--- src/rtl/braun_pkg.sv ---
// Shared helpers for the pipelined Braun multiplier: stage count and the HA/FA cell.
package braun_pkg;

   typedef struct packed {
      logic c;
      logic s;
   } fa_t;

   function automatic int stage_cnt(input int width, input int rps);
      return (width + rps - 1) / rps;
   endfunction

   function automatic fa_t fa(input logic x, input logic y, input logic z);
      fa_t r;
      r.s = x ^ y ^ z;
      r.c = (x & y) | (x & z) | (y & z);
      return r;
   endfunction

endpackage

--- src/rtl/braun_row.sv ---
// One combinational Braun carry-save row; sgn applies Baugh-Wooley inversion of the
// MSB cross partial products for this row.
module braun_row
   import braun_pkg::*;
#(
   parameter int WIDTH = 8,
   parameter int ROW   = 0
) (
   input  logic [WIDTH-1:0] a,
   input  logic             bj,
   input  logic [WIDTH-1:1] s_hi,
   input  logic [WIDTH-1:0] c_in,
   input  logic             sgn,
   output logic [WIDTH-1:0] s_out,
   output logic [WIDTH-1:0] c_out
);

   logic [WIDTH-1:0] sx;

   // previous row's sum shifts down one column as its LSB retires
   assign sx = {1'b0, s_hi};

   for (genvar i = 0; i < WIDTH; i++) begin : g_col
      localparam logic INV = (ROW == WIDTH-1) ? (i != WIDTH-1) : (i == WIDTH-1);
      logic pp;
      assign pp = (a[i] & bj) ^ (sgn & INV);
      assign {c_out[i], s_out[i]} = fa(pp, sx[i], c_in[i]);
   end

endmodule

--- src/rtl/braun_mult_pipe.sv ---
// Pipelined Braun array multiplier with valid/ready on both sides.
// Define BRAUN_SIGNED_EN to enable per-operation two's-complement mode (in_signed).
module braun_mult_pipe
   import braun_pkg::*;
#(
   parameter int WIDTH          = 8,
   parameter int ROWS_PER_STAGE = 2,
   parameter int TAG_W          = 4
) (
   input  logic               clk,
   input  logic               rst,
   input  logic               in_valid,
   output logic               in_ready,
   input  logic [WIDTH-1:0]   in_a,
   input  logic [WIDTH-1:0]   in_b,
   input  logic [TAG_W-1:0]   in_tag,
   input  logic               in_signed,
   output logic               out_valid,
   input  logic               out_ready,
   output logic [2*WIDTH-1:0] out_p,
   output logic [TAG_W-1:0]   out_tag
);

   localparam int NSTG = stage_cnt(WIDTH, ROWS_PER_STAGE);

   typedef struct packed {
      logic [TAG_W-1:0]   tag;
      logic [WIDTH-1:0]   a;
      logic [WIDTH-1:0]   b;
      logic [WIDTH-1:1]   s;
      logic [WIDTH-1:0]   c;
      logic [2*WIDTH-1:0] lo;
`ifdef BRAUN_SIGNED_EN
      logic               sgn;
`endif
   } stg_t;

   // p[0] is the operand register; p[s+1] holds the result of stage s rows
   stg_t             p [NSTG+1];
   stg_t             in0;
   logic [NSTG:0]    vld_pipe;
   logic [WIDTH-1:0] lsb;
   logic             en;

   assign en        = !vld_pipe[NSTG] || out_ready;
   assign in_ready  = en;
   assign out_valid = vld_pipe[NSTG];
   assign out_p     = p[NSTG].lo;
   assign out_tag   = p[NSTG].tag;

   always_comb begin
      in0     = '0;
      in0.tag = in_tag;
      in0.a   = in_a;
      in0.b   = in_b;
`ifdef BRAUN_SIGNED_EN
      in0.sgn = in_signed;
`endif
   end

`ifndef BRAUN_SIGNED_EN
   logic unused_sgn;
   assign unused_sgn = in_signed;
`endif

   always_ff @(posedge clk or posedge rst) begin
      if (rst) begin
         vld_pipe <= '0;
         p[0]     <= '0;
      end else if (en) begin
         vld_pipe <= {vld_pipe[NSTG-1:0], in_valid};
         p[0]     <= in0;
      end
   end

   for (genvar r = 0; r < WIDTH; r++) begin : g_row
      localparam int S = r / ROWS_PER_STAGE;
      logic [WIDTH-1:1] si;
      logic [WIDTH-1:0] ci, so, co;
      logic             sg;

      if (r % ROWS_PER_STAGE == 0) begin : g_head
         assign si = p[S].s;
         assign ci = p[S].c;
      end else begin : g_chain
         assign si = g_row[r-1].so[WIDTH-1:1];
         assign ci = g_row[r-1].co;
      end

`ifdef BRAUN_SIGNED_EN
      assign sg = p[S].sgn;
`else
      assign sg = 1'b0;
`endif

      braun_row #(.WIDTH(WIDTH), .ROW(r)) u_row (
         .a     (p[S].a),
         .bj    (p[S].b[r]),
         .s_hi  (si),
         .c_in  (ci),
         .sgn   (sg),
         .s_out (so),
         .c_out (co)
      );

      assign lsb[r] = so[0];
   end

   for (genvar s = 0; s < NSTG; s++) begin : g_stg
      localparam int R0 = s * ROWS_PER_STAGE;
      localparam int R1 = ((s+1) * ROWS_PER_STAGE > WIDTH) ? WIDTH-1 : (s+1) * ROWS_PER_STAGE - 1;
      stg_t             nx;
      logic [WIDTH-1:0] sx, hi;
      logic             cy, sg;

`ifdef BRAUN_SIGNED_EN
      assign sg = p[s].sgn;
`else
      assign sg = 1'b0;
`endif

      always_comb begin
         nx            = p[s];
         nx.lo[R1:R0]  = lsb[R1:R0];
         nx.s          = g_row[R1].so[WIDTH-1:1];
         nx.c          = g_row[R1].co;
         sx            = {1'b0, nx.s};
         hi            = '0;
         cy            = sg;
         // ripple merge; signed mode adds 2^WIDTH via carry-in and 2^(2W-1) via MSB flip
         if (s == NSTG-1) begin
            for (int i = 0; i < WIDTH; i++)
               {cy, hi[i]} = fa(sx[i], nx.c[i], cy);
            nx.lo[2*WIDTH-1:WIDTH] = hi ^ {sg, {(WIDTH-1){1'b0}}};
         end
      end

      always_ff @(posedge clk or posedge rst) begin
         if (rst)
            p[s+1] <= '0;
         else if (en)
            p[s+1] <= nx;
      end
   end

endmodule

--- config.mk ---
export PLATFORM = sky130hd
export DESIGN_NAME = braun_mult_pipe
export DESIGN_NICKNAME = d
export VERILOG_FILES = /design/src/rtl/braun_pkg.sv /design/src/rtl/braun_row.sv /design/src/rtl/braun_mult_pipe.sv
export SDC_FILE = /design/constraint.sdc
export NUM_CORES = 1
export LEC_CHECK = 0
export ABC_AREA = 1
export BUFFER_PORTS_ARGS = -buffer_cell sky130_fd_sc_hd__buf_2
export CORE_ASPECT_RATIO = 1.25
export CORE_MARGIN = 1
export CORE_UTILIZATION = 45
export DETAILED_ROUTE_END_ITERATION = 6
export GPL_TIMING_DRIVEN = 1
export SLEW_MARGIN = 20
export SYNTH_ARGS = -nofsm -noshare
export SYNTH_HDL_FRONTEND = slang
export SYNTH_SLANG_ARGS = --single-unit
export TNS_END_PERCENT = 30
--- constraint.sdc ---
create_clock -name clk -period 8.6 [get_ports clk]
set_clock_uncertainty 0.2 [all_clocks]
set_input_delay 1.72 -clock clk [delete_from_list [all_inputs] [get_ports clk]]
set_output_delay 1.72 -clock clk [all_outputs]
set_load 0.05 [all_outputs]
==> flow_summary.yaml <==
outcome:
  outcome: "complete, no violations"
place:
  io_buffers: 45
  dpl.hpwl_mm: 8.36
  gp_congestion: 0.698
  dp_slack_ns: 3.09
floorplan:
  core_sq_um: 16200
  io_pins: 47
  die-area_sq_um: 17100
  initial_core_util_pct: 46.0
  fp.dieW_microns: 117
  rows: 52
  die_h_microns: 146
grt:
  first_global_vias: 5365
  grt_max_degree: 108
  grt_pass1_wl_mm: 25.3
  grt_overflow: 0
  track_usage_pct: 18.9
  antenna_found_initial: 0
worst_setup_path:
  path_buf_inv: 3
  worstPathMaxFanout: 81
  cp_top_family: "buffers and inverters"
  r2r-start: "g_stg[3].nx[37]"
  critPathSlowestCell: "nand2_4"
  crit_path_cell_trace: "buf_2 -> inv_4 -> nand2_4 -> buf_2"
  crit_type: "in -> out"
  worstSetupStartpointType: "input pin"
  crit_arrival_ns: 3.53
  cp-startpoint: "out_ready"
  required_ns: 6.68
  slowest_delay_ns: 0.68
  critPathCaptureType: "output port"
  crit_top_cell: "buf_2"
yosys:
  synth_compound_area_share_pct: 0
  avgSynthCellArea_sq_um: 8.82
  synth_seq_cells: 147
  synth_mux_area_share_pct: 0
  ys_warn_count: 0
  netlist_area_sq_um: 7440
  synth_top_family_by_area: "simple AND/OR/NAND/NOR gates"
  synthXorXnorAreaFrac_pct: 0
  synth_simple_gate_area_share_pct: 27.9
  synth_seq_area_share_pct: 49.4
  yosys.cell_types.count: 10
  synthAdderAreaFrac_pct: 14.3
  syn-instance-count: 844
  synth_fp_nets: 925
routing:
  drt-total-wl_mm: 14.4
  num_vias: 5289
  m1WireLength_mm: 6.87
  drt_first_iter_violations: 269
  antenna_left: 0
  drt_first_pass_iters: 4
  met3_length_microns: 321
  drc_errors: 0
  wl_per_cell_microns: 13.2
  topRoutingLayerUsed: "met4"
  drt-vias-per-instance: 4.87
  met2_length_mm: 6.96
pwr:
  power_density_nw_per_um2: 383
  power_w: 0.00316
  p_leak_nw: 4.78
  peakVddDrop_v: 0.000202
clock_tree:
  cts_htree_levels: 4
  postCtsHoldBufs: 0
  post_cts_resized: 0
  cts-root-buf: "clkbuf_16"
  clock_path_buffers: 2
  clkTransAtPathRegs_ns: 0.06
  clock_latency_ns: 0.42
  cts_tree: "yes"
  clock-sinks: 147
  cts_buffers: 17
  cts_setup_buffers: 0
hold_path:
  hp-start: "vld_pipe[3]"
  hp-class: "reg -> reg"
final_layout:
  area_growth_pct: 10.8
  fillerInstances: 1536
  drive_above_1_share_pct: 9.78
  nets: 937
  antenna_cells: 0
sta:
  hold_viol_final: 0
  drv_slew: 0
  worst_pin_slew_ns: 0.977
  clock.fmax_mhz: 184
  finalWorstSetupSlack_ns: 3.15
  setup_viol: 0
  period_share_pct: 63.4
  rsz0062_at_grt: "no"
  slew_headroom_pct: 34.8
  hold_slack_ns: 0.264
  min_period_ns: 5.45
  tns_ns: 0
run:
  maxCapViolCount: 0
-- tightest hold or removal path: stages (launching register included) --
cell	delay, ns
dfrtp_1	0.34
inv_1	0.04
nand2_1	0.05
-- metal layers --
layer	vias up	global-route usage, %
met1	2598	25.1
met4	0	6.58
li1	2614	-
met2	57	30.7
met5	-	0
met3	20	3.96
-- Yosys cell counts, drive strengths merged --
cell type / instances / area share, %
nand3: 146 / 9.8
buf: 47 / 3.9
ha: 8 / 1.3
dfrtp: 147 / 49
inv: 81 / 4.1
fa: 48 / 13
nand2: 358 / 18
clkbuf: 9 / 0.45
-- sequential cells by signal, summed over array words and instances (netlist names) --
register	flops
g_row.ci	21
out_tag	4
vld_pipe	5
g_stg.nx	80
out_p	16
g_row.si	21
-- layout by cell type, fill, tap and decap left out --
cell type	netlist	final
nand3_1	146	146
bufinv_16	0	2
dfrtp_4	0	1
inv_1	81	79
clkbuf_16	0	17
buf_2	25	45
fa_1	48	48
nand2_4	0	1
nand2_1	357	357
buf_4	22	4
inv_6	0	1
ha_1	8	8
inv_4	0	1
clkbuf_8	0	2
dfrtp_1	147	146
clkinv_2	0	3
clkinvlp_4	0	8
-- worst paths after layout --
kind	cells after the start	endpoint	slack, ns
worst max-delay path	4	in_ready	3.15
worst min-delay path	2	vld_pipe[4]	0.26
worst max register to register	13	out_p[14]	3.58
worst min register to register	2	vld_pipe[4]	0.26
max in group asynchronous	3	g_stg[0].nx[39]	5.73
min in group asynchronous	2	out_p[14]	1.32
-- where the power goes --
part           total (W)  internal [W]  leakage [nW]  switching [W]
Sequential       0.00126      0.000981          1.85       0.000280
Combinational    0.00117      0.000419          2.67       0.000754
Clock           0.000729      0.000440         0.265       0.000289
-- final cells by class --
| type | count | area (sq um) | area share [%] |
|---|---|---|---|
| Sequential cell | 147 | 3680 | 44.6 |
| Inverter | 81 | 312 | 3.78 |
| Clock buffer | 19 | 453 | 5.49 |
| Multi-Input combinational cell | 560 | 3140 | 38.1 |
| Timing Repair Buffer | 49 | 255 | 3.09 |
| Clock inverter | 13 | 135 | 1.64 |
| Tap cell | 216 | 270 | 3.28 |
-- kinds of logic (layout without fill, tap and decap cells) --
family | Yosys count | count (layout)
buffers and inverters | 137 | 162
DFF | 147 | 147
adders and majority gates | 56 | 56
and+or+nand+nor | 504 | 504
-- metrics by stage --
step | utilization (%) | cell area (sq um) | std cells
2_1_floorplan | - | 7440 | 844
3_3_place_gp | 47.3 | 7660 | 1053
3_5_place_dp | 47.3 | 7660 | 1053
4_1_cts | 50.9 | 8250 | 1085
5_1_grt | 50.9 | 8250 | 1085
6_report | 50.9 | 8250 | 1085
Note: power is estimated with default switching activity, not from simulation.
